### src/rtl/unidad_control_multiciclo.sv
`default_nettype none
// ============================================================================
// Module   : unidad_control_multiciclo
// Purpose  : Multi-cycle MIPS control FSM. Fetch and data accesses share one
//            memory port. Decodes the opcode, sequences one micro-step per
//            clock, waits on the mem_ready handshake and flags a memory
//            timeout when the wait exceeds TIMEOUT cycles.
// Options  : UCM_PERF_CNT_EN - adds cycle_cnt / inst_cnt performance counters.
// Revision : 1.0 - initial release
// ============================================================================
module unidad_control_multiciclo #(
  parameter int TIMEOUT = 15   // max cycles waiting on mem_ready (1..255)
) (
  input  logic        clk,
  input  logic        reset,
  input  logic [5:0]  OpCode,
  input  logic        mem_ready,
  output logic        PCWrite,
  output logic        PCWriteCond,
  output logic        IorD,
  output logic        MemRead,
  output logic        MemWrite,
  output logic        MemReg,
  output logic        IRWrite,
  output logic [1:0]  PCSource,
  output logic [2:0]  AluOp,
  output logic        AluSrcA,
  output logic [1:0]  AluSrcB,
  output logic        RegWrite,
  output logic        RegDst,
  output logic        err_timeout,
  output logic        illegal_op,
`ifdef UCM_PERF_CNT_EN
  output logic [31:0] cycle_cnt,
  output logic [31:0] inst_cnt,
`endif
  output logic [3:0]  state
);

  // --------------------------------------------------------------------------
  // State encoding (visible on the state debug port)
  // --------------------------------------------------------------------------
  localparam logic [3:0] ST_IDLE     = 4'd0;
  localparam logic [3:0] ST_FETCH    = 4'd1;
  localparam logic [3:0] ST_DECODE   = 4'd2;
  localparam logic [3:0] ST_MEM_ADDR = 4'd3;
  localparam logic [3:0] ST_MEM_RD   = 4'd4;
  localparam logic [3:0] ST_MEM_WB   = 4'd5;
  localparam logic [3:0] ST_MEM_WR   = 4'd6;
  localparam logic [3:0] ST_EXEC     = 4'd7;
  localparam logic [3:0] ST_R_WB     = 4'd8;
  localparam logic [3:0] ST_BRANCH   = 4'd9;
  localparam logic [3:0] ST_JUMP     = 4'd10;
  localparam logic [3:0] ST_ADDI_EX  = 4'd11;
  localparam logic [3:0] ST_ADDI_WB  = 4'd12;

  // --------------------------------------------------------------------------
  // Supported opcodes
  // --------------------------------------------------------------------------
  localparam logic [5:0] OP_RTYPE = 6'b000000;
  localparam logic [5:0] OP_JUMP  = 6'b000010;
  localparam logic [5:0] OP_BEQ   = 6'b000100;
  localparam logic [5:0] OP_ADDI  = 6'b001000;
  localparam logic [5:0] OP_LW    = 6'b100011;
  localparam logic [5:0] OP_SW    = 6'b101011;

  // --------------------------------------------------------------------------
  // Datapath encodings
  // --------------------------------------------------------------------------
  localparam logic [2:0] ALU_ADD   = 3'b000;
  localparam logic [2:0] ALU_SUB   = 3'b001;
  localparam logic [2:0] ALU_FUNCT = 3'b010;

  localparam logic [1:0] SRCB_REG  = 2'b00;
  localparam logic [1:0] SRCB_FOUR = 2'b01;
  localparam logic [1:0] SRCB_IMM  = 2'b10;
  localparam logic [1:0] SRCB_IMM4 = 2'b11;

  localparam logic [1:0] PCSRC_ALU    = 2'b00;
  localparam logic [1:0] PCSRC_ALUOUT = 2'b01;
  localparam logic [1:0] PCSRC_JUMP   = 2'b10;

  // --------------------------------------------------------------------------
  // Wait counter sizing: must be able to hold the value TIMEOUT itself
  // --------------------------------------------------------------------------
  localparam int               CNT_W       = $clog2(TIMEOUT + 1);
  localparam logic [CNT_W-1:0] TIMEOUT_CNT = CNT_W'(TIMEOUT);

  logic [3:0]       next_state;
  logic [CNT_W-1:0] wait_cnt;
  logic [CNT_W-1:0] wait_cnt_next;
  logic             in_mem_state;
  logic             timeout_hit;

  // Memory states are the only ones that wait on the handshake.
  assign in_mem_state = (state == ST_FETCH) || (state == ST_MEM_RD) ||
                        (state == ST_MEM_WR);

  // A late mem_ready on the last allowed cycle still wins over the timeout.
  assign timeout_hit = in_mem_state && !mem_ready && (wait_cnt == TIMEOUT_CNT);

  // State register; asynchronous reset parks the FSM in IDLE immediately.
  always_ff @(posedge clk or posedge reset) begin
    if (reset) begin
      state <= ST_IDLE;
    end else begin
      state <= next_state;
    end
  end

  // Next-state logic: sequencing, opcode dispatch and timeout abort.
  always_comb begin
    next_state = state;
    case (state)
      ST_IDLE: next_state = ST_FETCH;

      ST_FETCH: begin
        if (mem_ready)        next_state = ST_DECODE;
        else if (timeout_hit) next_state = ST_IDLE;
        else                  next_state = ST_FETCH;
      end

      ST_DECODE: begin
        case (OpCode)
          OP_LW, OP_SW: next_state = ST_MEM_ADDR;
          OP_RTYPE:     next_state = ST_EXEC;
          OP_BEQ:       next_state = ST_BRANCH;
          OP_JUMP:      next_state = ST_JUMP;
          OP_ADDI:      next_state = ST_ADDI_EX;
          default:      next_state = ST_FETCH;
        endcase
      end

      // IR is held (IRWrite=0), so OpCode still identifies lw vs sw here.
      ST_MEM_ADDR: next_state = (OpCode == OP_SW) ? ST_MEM_WR : ST_MEM_RD;

      ST_MEM_RD: begin
        if (mem_ready)        next_state = ST_MEM_WB;
        else if (timeout_hit) next_state = ST_IDLE;
        else                  next_state = ST_MEM_RD;
      end

      ST_MEM_WB: next_state = ST_FETCH;

      ST_MEM_WR: begin
        if (mem_ready)        next_state = ST_FETCH;
        else if (timeout_hit) next_state = ST_IDLE;
        else                  next_state = ST_MEM_WR;
      end

      ST_EXEC:    next_state = ST_R_WB;
      ST_R_WB:    next_state = ST_FETCH;
      ST_BRANCH:  next_state = ST_FETCH;
      ST_JUMP:    next_state = ST_FETCH;
      ST_ADDI_EX: next_state = ST_ADDI_WB;
      ST_ADDI_WB: next_state = ST_FETCH;

      // Unused codes recover to IDLE.
      default:    next_state = ST_IDLE;
    endcase
  end

  // Wait counter next value: counts only while stalled in the same memory
  // state; any handshake, state change or entry into a memory state clears it.
  always_comb begin
    wait_cnt_next = '0;
    if (in_mem_state && (next_state == state)) begin
      wait_cnt_next = wait_cnt + CNT_W'(1);
    end
  end

  // Wait counter register.
  always_ff @(posedge clk or posedge reset) begin
    if (reset) begin
      wait_cnt <= '0;
    end else begin
      wait_cnt <= wait_cnt_next;
    end
  end

  // Sticky timeout flag, cleared only by reset.
  always_ff @(posedge clk or posedge reset) begin
    if (reset) begin
      err_timeout <= 1'b0;
    end else if (timeout_hit) begin
      err_timeout <= 1'b1;
    end
  end

  // Output decode: datapath controls as a function of state (and mem_ready
  // in FETCH so IR/PC only load on a completed fetch).
  always_comb begin
    PCWrite     = 1'b0;
    PCWriteCond = 1'b0;
    IorD        = 1'b0;
    MemRead     = 1'b0;
    MemWrite    = 1'b0;
    MemReg      = 1'b0;
    IRWrite     = 1'b0;
    PCSource    = PCSRC_ALU;
    AluOp       = ALU_ADD;
    AluSrcA     = 1'b0;
    AluSrcB     = SRCB_REG;
    RegWrite    = 1'b0;
    RegDst      = 1'b0;
    illegal_op  = 1'b0;
    case (state)
      ST_FETCH: begin
        MemRead  = 1'b1;
        IorD     = 1'b0;
        AluSrcA  = 1'b0;
        AluSrcB  = SRCB_FOUR;
        AluOp    = ALU_ADD;
        PCSource = PCSRC_ALU;
        IRWrite  = mem_ready;
        PCWrite  = mem_ready;
      end
      ST_DECODE: begin
        // Branch target precomputed into ALUOut while decoding.
        AluSrcA = 1'b0;
        AluSrcB = SRCB_IMM4;
        AluOp   = ALU_ADD;
        case (OpCode)
          OP_LW, OP_SW, OP_RTYPE, OP_BEQ, OP_JUMP, OP_ADDI: illegal_op = 1'b0;
          default:                                          illegal_op = 1'b1;
        endcase
      end
      ST_MEM_ADDR: begin
        AluSrcA = 1'b1;
        AluSrcB = SRCB_IMM;
        AluOp   = ALU_ADD;
      end
      ST_MEM_RD: begin
        MemRead = 1'b1;
        IorD    = 1'b1;
      end
      ST_MEM_WB: begin
        RegWrite = 1'b1;
        MemReg   = 1'b1;
        RegDst   = 1'b0;
      end
      ST_MEM_WR: begin
        MemWrite = 1'b1;
        IorD     = 1'b1;
      end
      ST_EXEC: begin
        AluSrcA = 1'b1;
        AluSrcB = SRCB_REG;
        AluOp   = ALU_FUNCT;
      end
      ST_R_WB: begin
        RegWrite = 1'b1;
        RegDst   = 1'b1;
      end
      ST_BRANCH: begin
        AluSrcA     = 1'b1;
        AluSrcB     = SRCB_REG;
        AluOp       = ALU_SUB;
        PCWriteCond = 1'b1;
        PCSource    = PCSRC_ALUOUT;
      end
      ST_JUMP: begin
        PCWrite  = 1'b1;
        PCSource = PCSRC_JUMP;
      end
      ST_ADDI_EX: begin
        AluSrcA = 1'b1;
        AluSrcB = SRCB_IMM;
        AluOp   = ALU_ADD;
      end
      ST_ADDI_WB: begin
        RegWrite = 1'b1;
        RegDst   = 1'b0;
      end
      default: begin
        // IDLE and unused codes keep every control deasserted.
      end
    endcase
  end

`ifdef UCM_PERF_CNT_EN
  // Performance counters: active cycles and completed instruction fetches.
  always_ff @(posedge clk or posedge reset) begin
    if (reset) begin
      cycle_cnt <= 32'd0;
      inst_cnt  <= 32'd0;
    end else begin
      if (state != ST_IDLE) begin
        cycle_cnt <= cycle_cnt + 32'd1;
      end
      if ((state == ST_FETCH) && (next_state == ST_DECODE)) begin
        inst_cnt <= inst_cnt + 32'd1;
      end
    end
  end
`endif

endmodule
`default_nettype wire

### config.mk
export PLATFORM = sky130hd
export DESIGN_NAME = unidad_control_multiciclo
export DESIGN_NICKNAME = d
export VERILOG_FILES = /design/src/rtl/unidad_control_multiciclo.sv
export SDC_FILE = /design/constraint.sdc
export NUM_CORES = 1
export LEC_CHECK = 0
export ABC_CLOCK_PERIOD_IN_PS = 1600
export BUFFER_PORTS_ARGS = -buffer_cell sky130_fd_sc_hd__buf_4
export CORE_UTILIZATION = 31
export CTS_CLUSTER_DIAMETER = 120
export DETAILED_ROUTE_END_ITERATION = 7
export HOLD_SLACK_MARGIN = 0.15
export PLACE_DENSITY = 0.61
export SLEW_MARGIN = 20
export SYNTH_ARGS = -nofsm -noshare
export SYNTH_HDL_FRONTEND = slang
export SYNTH_SLANG_ARGS = --single-unit
### constraint.sdc
create_clock -name clk -period 1.6 [get_ports clk]
set_input_delay 0.08 -clock clk [delete_from_list [all_inputs] [get_ports clk]]
set_output_delay 0.08 -clock clk [all_outputs]
set_load 0.01 [all_outputs]
==> impl_metrics.env, run 1 <==
export IMPL_dp_cells=164
export IMPL_grt_pass1_wl_um=3325
export IMPL_drt_iter0_drc=21
export IMPL_synth_edf_count=0
export IMPL_end_kind="flop"
export IMPL_clkSinkCount=9
export IMPL_portBuffers=30
export IMPL_drtPass1Iterations=4
export IMPL_hold_violations=0
export IMPL_vias=909
export IMPL_whs_ns=0.1939
export IMPL_vias_per_cell=5.136
export IMPL_grt_use_total_pct=16.06
export IMPL_dieArea_um2=2736
export IMPL_placed_area_um2=1054
export IMPL_ff2ff_setup_slack_ns=0.08
export IMPL_final_net_count=160
export IMPL_synth_mux_area_fraction_pct=0
export IMPL_r2r_end="wait_cnt[0]"
export IMPL_synth_seq_cells=9
export IMPL_clk_pin_slew_ns=0.06
export IMPL_hpwl_um=1602
export IMPL_total_leakage_power_nw=0.5802
export IMPL_synth_cell_types=37
export IMPL_routed_wirelength_um=2135
export IMPL_final_max_slew_viol_count=0
export IMPL_wl_per_cell_um=12.06
export IMPL_drive_gt1_share_pct=38.93
export IMPL_drt_drc_violations_left=0
export IMPL_die_y_um=52.31
export IMPL_start_util_pct=34.15
export IMPL_globalplace_congestion=0.8400
export IMPL_fmax_mhz=658.0
export IMPL_peakVddDrop_v=0.0008335
export IMPL_max_cap_viol_count=0
export IMPL_die_w_um=52.31
export IMPL_timing_final_crit_share_pct=94.98
export IMPL_clk_path_buf_depth=2
export IMPL_antenna_cells=0
export IMPL_grt_pass1_vias=777
export IMPL_status="finished, final reports clean"
export IMPL_p_per_area_nw_per_um2=1572
export IMPL_synth_xor_area_share_pct=3.349
export IMPL_final_cell_count_no_fill=177
export IMPL_rsz0062_at_grt="true"
export IMPL_grt_max_degree=15
export IMPL_syn_to_final_growth_pct=53.91
export IMPL_rows=17
export IMPL_start_kind="flop"
export IMPL_period_needed_ns=1.520
export IMPL_numCtsBuffers=3
export IMPL_min_to="state[2]"
export IMPL_synth_top_family_by_area="simple AND/OR/NAND/NOR gates"
export IMPL_syn_area_per_cell_um2=7.401
export IMPL_htreeDepth=1
export IMPL_worst_path_max_fanout=4
export IMPL_fillCellCount=220
export IMPL_synth_simple_area_share_pct=36.20
export IMPL_hold_path_class="input pin to flop"
export IMPL_synthArstFlopShare_pct=100.0
export IMPL_layout_setup_ws_ns=0.08030
export IMPL_min_delay_start="OpCode[4]"
export IMPL_pin_count=32
export IMPL_yosys_warnings=0
export IMPL_core_um2=2297
export IMPL_grt_ovfl_total=0
export IMPL_finish_instance_area_um2=1207
export IMPL_crit_required_ns=1.77
export IMPL_antenna_left=0
export IMPL_synth_compound_area_share_pct=22.17
export IMPL_antenna_found_initial=0
export IMPL_cp_arrival_ns=1.68
export IMPL_place_ws_ns=0.07044
export IMPL_cts_tree="built"
export IMPL_clkLatencyLatePin_ns=0.26
export IMPL_timing_rr_start="wait_cnt[0]"
export IMPL_synth_seq_area_share_pct=28.71
export IMPL_min_delay_path_depth=4
export IMPL_reg2reg_depth=6
export IMPL_syn_num_nets=116
export IMPL_synthCells=106
export IMPL_synth_fa_ha_area_share_pct=1.595
export IMPL_synth_area_um2=784.5
export IMPL_fin_total_pwr_mw=1.898
export IMPL_synth_main_ff_cell="dfrtp_1"
export IMPL_setup_violations_final=0
export IMPL_cts_root_buf="clkbuf_4"
export IMPL_worst_clock_skew_ns=0.005590
export IMPL_critical_path_class="flop to flop"
==> cell usage in the layout, fill, tap and decap left out, types with 2 or more instances in the layout <==
cell,n
nor4_1,2
and3_1,2
clkbuf_4,3
nand2b_4,3
nand3_1,3
a31o_2,2
dfrtp_2,3
nand2b_1,4
xor2_1,2
o21ai_0,10
a31oi_1,2
dfrtp_1,6
dlygate4sd3_1,3
nor2_1,18
a21oi_1,3
nand2_1,4
nor3_1,7
a21boi_0,2
buf_4,41
nor2b_1,2
inv_1,4
==> through the flow <==
step | utilization, % | TNS [ns]
floorplan | - | 0
global placement | 45.86 | 0
detailed placement | 45.86 | 0
CTS | 48.80 | 0
global route | 52.56 | -0.009875
finish | 52.56 | 0
==> cells by family (layout without fill, tap and decap cells) <==
family / after synthesis / count (layout)
flip-flops: 9 / 9
adder cells (fa/ha/maj): 1 / 1
XOR/XNOR: 3 / 3
AO/OA/AOI/OAI: 27 / 27
AND/OR/NAND/NOR: 54 / 54
buffers and inverters: 11 / 54
other: 1 / 1
==> area by class of cell <==
cell class	instances	area, um2	share of cell area, %
Clock inverter	1	5.005	0.4145
Sequential cell	9	229.0	18.96
Multi-Input combinational cell	86	538.0	44.56
Inverter	4	15.01	1.244
Tap cell	28	35.03	2.902
Clock buffer	3	22.52	1.865
Timing Repair Buffer	46	362.8	30.05
==> critical path, cell delays in order, from the launching register on <==
cell      delay (ns)
dfrtp_1         0.40
ha_1            0.24
and3_1          0.18
nor4_1          0.18
a211oi_1        0.08
buf_4           0.16
nor3_1          0.20
==> synth_stat cells (3+ instances only) <==
library cell	number	area share, %
nor2_1	18	8.6
a21oi_1	3	1.9
nand2b_1	7	5.6
nand3_1	3	1.9
buf_4	4	3.8
nor4_1	3	2.4
dfrtp_1	9	29
o21ai_0	10	6.4
nor3_1	7	4.5
nand2_1	4	1.9
inv_1	4	1.9
==> where the power goes <==
part           internal, mW  total (mW)  switching, mW  leakage (nW)
Clock                0.0922       0.174         0.0816        0.0177
Sequential            0.290       0.410          0.120         0.117
Combinational         0.689        1.31          0.625         0.446
==> registers in the layout, indices dropped and copies added (netlist names) <==
name and count:
state 4, wait_cnt 4, err_timeout 1
==> worst max-delay path by stage <==
| stage | endpoint | slack, ns | from | cells after the start |
|---|---|---|---|---|
| 3_5_place_dp | wait_cnt[1] | 0.07 | state[2] | 4 |
| 3_3_place_gp | wait_cnt[3] | 0.09 | state[2] | 4 |
| 2_1_floorplan | PCWrite | 0.07 | state[1] | 4 |
| 5_1_grt | wait_cnt[0] | -0.007 | wait_cnt[0] | 6 |
| 4_1_cts | PCWrite | 0.004 | state[1] | 5 |
| 6_report | wait_cnt[0] | 0.08 | wait_cnt[0] | 6 |
==> timing repair <==
action	CTS	global route
setup buffers	0	6
hold buffers	3	0
setup endpoints to repair	3	10
endpoints found under the hold margin	10	0
resized for setup	4	6
==> layer usage <==
metal  vias up  global-route usage [%]  part of all wire [%]
met4         0                  0.8772                     0
met3         0                   4.928                   4.4
li1        459                       -                     -
met2        27                   26.58                    49
met1       423                   21.34                    47
met5         -                       0                     0
Power figures use the tool's default switching activity.
==> run 2: changes to the inputs <==
Settings changed: CORE_UTILIZATION 31 to 40, CTS_CLUSTER_DIAMETER 120 to 80, PLACE_DENSITY 0.61 to 0.74, SKIP_CTS_REPAIR_TIMING set to 1.
==> run 2 against run 1 <==
Compared with the run above:
- combinational power is 8% lower
- via count is 0.88% lower
- fmax fell by 2.9%
- hold slack got worse by 0.043 ns
- non-clock buffer count down 3
- largest cell class unchanged
- highest routed layer unchanged
==> impl_metrics.env, run 2 (synthesis results as in run 1) <==
export IMPL_dieArea_um2=2142
export IMPL_rows=15
export IMPL_cts_tree="built"
export IMPL_drive_gt1_share_pct=36.99
export IMPL_setup_violations_final=0
export IMPL_p_seq_share_pct=23.3
export IMPL_portBuffers=30
export IMPL_hold_violations=0
export IMPL_antenna_cells=0
export IMPL_vias_per_cell=5.269
export IMPL_largestRegisters="state x4, wait_cnt x4, err_timeout x1"
export IMPL_final_util_pct=64.63
export IMPL_core_um2=1783
export IMPL_syn_to_final_growth_pct=46.89
export IMPL_reg2reg_depth=6
export IMPL_switching_share_pct=44.20
export IMPL_timing_rr_start="wait_cnt[0]"
export IMPL_fillCellCount=152
export IMPL_hpwl_um=1599
export IMPL_period_needed_ns=1.566
export IMPL_grt_ovfl_total=0
export IMPL_end_kind="output pin"
export IMPL_final_max_slew_viol_count=0
export IMPL_clkLatencyLatePin_ns=0.26
export IMPL_crit_required_ns=1.52
export IMPL_htreeDepth=1
export IMPL_pin_count=32
export IMPL_final_cell_mix="41 x buf_4, 18 x nor2_1, 10 x o21ai_0, 7 x nor3_1, 6 x dfrtp_1"
export IMPL_final_net_count=157
export IMPL_globalplace_congestion=0.8137
export IMPL_grt_pass1_wl_um=3187
export IMPL_status="finished, final reports clean"
export IMPL_clkSinkCount=9
export IMPL_cts_root_buf="clkbuf_4"
export IMPL_total_leakage_power_nw=0.5563
export IMPL_drt_iter0_drc=29
export IMPL_fin_total_pwr_mw=1.804
export IMPL_max_cap_viol_count=0
export IMPL_clkPwrFrac_pct=9.4
export IMPL_die_w_um=46.29
export IMPL_numCtsBuffers=3
export IMPL_timing_final_crit_share_pct=97.85
export IMPL_start_kind="flop"
export IMPL_peakVddDrop_v=0.0007574
export IMPL_min_delay_path_depth=4
export IMPL_p_per_area_nw_per_um2=1565
export IMPL_min_to="state[1]"
export IMPL_die_y_um=46.29
export IMPL_wl_per_cell_um=12.32
export IMPL_fmax_mhz=638.7
export IMPL_combPwrFrac_pct=67.3
export IMPL_critical_path_class="flop to output pin"
export IMPL_antenna_found_initial=0
export IMPL_min_delay_start="OpCode[2]"
export IMPL_multiInputGateArea_um2=523.0
export IMPL_whs_ns=0.1508
export IMPL_drtPass1Iterations=4
export IMPL_hold_path_class="input pin to flop"
export IMPL_rsz0062_at_grt="true"
export IMPL_final_seq_area_um2=229.0
export IMPL_drt_drc_violations_left=0
export IMPL_ff2ff_setup_slack_ns=0.15
export IMPL_grt_pass1_vias=740
export IMPL_antenna_left=0
export IMPL_clk_pin_slew_ns=0.06
export IMPL_power_internal_mw=1.006
export IMPL_vias=901
export IMPL_routed_wirelength_um=2107
export IMPL_clk_path_buf_depth=2
export IMPL_worst_clock_skew_ns=0.003528
export IMPL_r2r_end="wait_cnt[1]"
export IMPL_total_switching_power_uw=797.2
export IMPL_layout_commonest_cell="buf_4"
export IMPL_cp_arrival_ns=1.49
export IMPL_worst_path_max_fanout=9
export IMPL_start_util_pct=44.00
export IMPL_grt_max_degree=15
export IMPL_grt_use_total_pct=20.63
==> run 2: cell types whose count changed in the layout (fill, tap and decap cells not counted) <==
cell	before	now
nor4_2	0	2
buf_12	1	0
buf_2	1	0
clkbuf_1	0	1
clkinv_2	1	0
dlygate4sd3_1	3	2
nand2b_1	4	5
nand2b_4	3	2
nor3b_1	1	2
nor3b_2	1	0
nor4_1	2	1
nor4_4	1	0
==> run 2: worst max-delay path: stages, from the launching register on <==
cell	delay, ns
dfrtp_2	0.47
nand2b_2	0.27
nor4_2	0.22
or2_1	0.15
buf_4	0.11
==> run 2: cell type report <==
class,count,share of cell area [%]
clock buffers,4,2.280
repair buffers,43,28.45
well taps,25,2.714
multi-input cells,86,45.39
inverters,4,1.303
flip-flops and latches,9,19.87
==> run 2: metal layers <==
layer  share of wire (%)  track usage, %  vias up
met5                   0               0        -
met4                   0           3.529        0
met3                 4.5           4.706        0
met2                  51           34.93       28
met1                  45           26.92      418
li1                    -               -      455
==> run 2: power by group through the flow <==
stage	Sequential, mW	Combinational (mW)	Clock (mW)
floorplan	0.358	0.657	0
detailed placement	0.417	1.10	0
finish	0.419	1.21	0.170
global placement	0.412	1.09	0
global route	0.433	1.32	0.185
CTS	0.412	1.10	0.176
==> run 2: worst max-delay path by stage <==
stage / from / endpoint / slack, ns / cells past startpoint
final: state[1] / PCWrite / 0.03 / 4
after global routing: state[1] / PCWrite / -0.03 / 4
after CTS: state[1] / PCWrite / -0.15 / 4
after detailed placement: state[2] / wait_cnt[1] / 0.09 / 4
after global placement: state[2] / wait_cnt[2] / 0.12 / 4
after floorplan: state[1] / PCWrite / 0.07 / 4
==> run 2: through the flow <==
step	setup slack (ns)	cells	area, um2	TNS [ns]
6_report	0.03434	171	1152	0
5_1_grt	-0.02550	171	1152	-0.02550
4_1_cts	-0.1467	166	1084	-0.2588
3_5_place_dp	0.08674	162	1057	0
3_3_place_gp	0.1219	162	1057	0
2_1_floorplan	0.07007	106	784.5	0
==> run 3: changes to the inputs <==
Settings changed: ABC_CLOCK_PERIOD_IN_PS 1600 to 1730.
Clock period 1.6 ns to 1.73 ns, I/O delays scaled along.
==> run 3 against run 2 <==
Compared with the run above:
- critical path depth increased by 2
- combinational power decreased by 21%
- power decreased by 15%
- clock power about the same
- sequential share of layout area increased by 1.4 points
- first-iteration DRC count decreased by 48%
- utilization decreased by 4.2 points
- via count decreased by 1.7%
- hold slack improved by 0.0020 ns
- critical path type is now input pin to output pin
- critical endpoint is now illegal_op
- largest power group unchanged
- highest routed layer unchanged
==> impl_metrics.env, run 3 (synthesis results as in run 1) <==
export IMPL_hold_path_class="input pin to flop"
export IMPL_vias_per_cell=5.436
export IMPL_period_needed_ns=1.663
export IMPL_drive_gt1_share_pct=31.88
export IMPL_setup_violations_final=0
export IMPL_grt_max_degree=15
export IMPL_layout_setup_ws_ns=0.06743
export IMPL_vias=886
export IMPL_start_util_pct=44.00
export IMPL_antenna_cells=0
export IMPL_hold_violations=0
export IMPL_placed_area_um2=1020
export IMPL_drtPass1Iterations=4
export IMPL_globalplace_congestion=0.8421
export IMPL_layout_commonest_cell="buf_4"
export IMPL_cts_root_buf="clkbuf_4"
export IMPL_start_kind="input pin"
export IMPL_die_w_um=46.29
export IMPL_final_max_slew_viol_count=0
export IMPL_reg2reg_depth=5
export IMPL_min_to="state[1]"
export IMPL_clkSinkCount=9
export IMPL_fmax_mhz=601.5
export IMPL_fin_total_pwr_mw=1.535
export IMPL_worst_clock_skew_ns=0.01080
export IMPL_whs_ns=0.1529
export IMPL_end_kind="output pin"
export IMPL_status="finished, final reports clean"
export IMPL_place_ws_ns=0.1669
export IMPL_routed_wirelength_um=2063
export IMPL_max_cap_viol_count=0
export IMPL_hpwl_um=1517
export IMPL_total_leakage_power_nw=0.5090
export IMPL_min_delay_path_depth=4
export IMPL_finish_instance_area_um2=1077
export IMPL_final_util_pct=60.42
export IMPL_final_cell_mix="33 x buf_4, 18 x nor2_1, 10 x o21ai_0, 7 x nor3_1"
export IMPL_ff2ff_setup_slack_ns=0.22
export IMPL_peakVddDrop_v=0.0007570
export IMPL_portBuffers=30
export IMPL_timing_final_crit_share_pct=96.10
export IMPL_largestRegisters="state x4, wait_cnt x4, err_timeout x1"
export IMPL_clk_pin_slew_ns=0.06
export IMPL_clk_path_buf_depth=2
export IMPL_dieArea_um2=2142
export IMPL_timing_rr_start="wait_cnt[0]"
export IMPL_drt_iter0_drc=15
export IMPL_p_per_area_nw_per_um2=1425
export IMPL_antenna_left=0
export IMPL_cts_tree="built"
export IMPL_grt_use_total_pct=20.32
export IMPL_cp_arrival_ns=1.58
export IMPL_grt_ovfl_total=0
export IMPL_wl_per_cell_um=12.66
export IMPL_syn_to_final_growth_pct=37.32
export IMPL_grt_pass1_wl_um=3105
export IMPL_r2r_end="wait_cnt[1]"
export IMPL_critical_path_class="input pin to output pin"
export IMPL_worst_path_max_fanout=3
export IMPL_min_delay_start="OpCode[2]"
export IMPL_htreeDepth=1
export IMPL_crit_required_ns=1.64
export IMPL_antenna_found_initial=0
export IMPL_die_y_um=46.29
export IMPL_core_um2=1783
export IMPL_final_net_count=149
export IMPL_pin_count=32
export IMPL_rows=15
export IMPL_drt_drc_violations_left=0
export IMPL_numCtsBuffers=3
export IMPL_clkLatencyLatePin_ns=0.27
export IMPL_grt_pass1_vias=716
-- run 3: cell types whose count changed in the layout (fill, tap and decap cells not counted), sizes merged --
cell,delta
buf,-8
-- run 3: critical path: stages --
cell	delay, ns
dlygate4sd3_1	0.54
buf_4	0.14
nor3_1	0.29
o211ai_1	0.16
and4_1	0.22
buf_4	0.14
-- run 3: where the power goes --
part | switching, mW | internal (mW)
Clock | 0.0787 | 0.0890
Sequential | 0.143 | 0.268
Combinational | 0.488 | 0.470
Total | 0.709 | 0.826
-- run 3: stage by stage --
stage | TNS (ns) | instances
3_5_place_dp | 0 | 157
5_1_grt | -0.002358 | 163
6_report | 0 | 163
3_3_place_gp | 0 | 157
4_1_cts | -0.004854 | 161
2_1_floorplan | 0 | 106
-- run 3: how the worst max path moves through the flow --
stage	to	startpoint	slack, ns
after CTS	PCWrite	state[1]	-0.005
final	illegal_op	OpCode[4]	0.07
after detailed placement	wait_cnt[1]	state[2]	0.17
after floorplan	PCWrite	state[1]	0.19
after global placement	wait_cnt[3]	state[2]	0.20
after global routing	wait_cnt[1]	OpCode[4]	-0.002
-- run 3: final cells by class --
| type | count | area (um2) |
|---|---|---|
| Fill cell | 177 | 705.7 |
| Sequential cell | 9 | 229.0 |
| Multi-Input combinational cell | 86 | 508.0 |
| Timing Repair Buffer | 35 | 267.8 |
| Tap cell | 25 | 31.28 |
| Clock buffer | 4 | 26.28 |
| Inverter | 4 | 15.01 |
-- run 3: layer usage --
metal / vias to the layer above / part of all wire (%) / global-route usage, %
met3: 0 / 4.4 / 7.059
met2: 26 / 49 / 30.99
li1: 439 / - / -
met4: 0 / 0 / 4.118
met1: 421 / 46 / 27.53
met5: - / 0 / 0
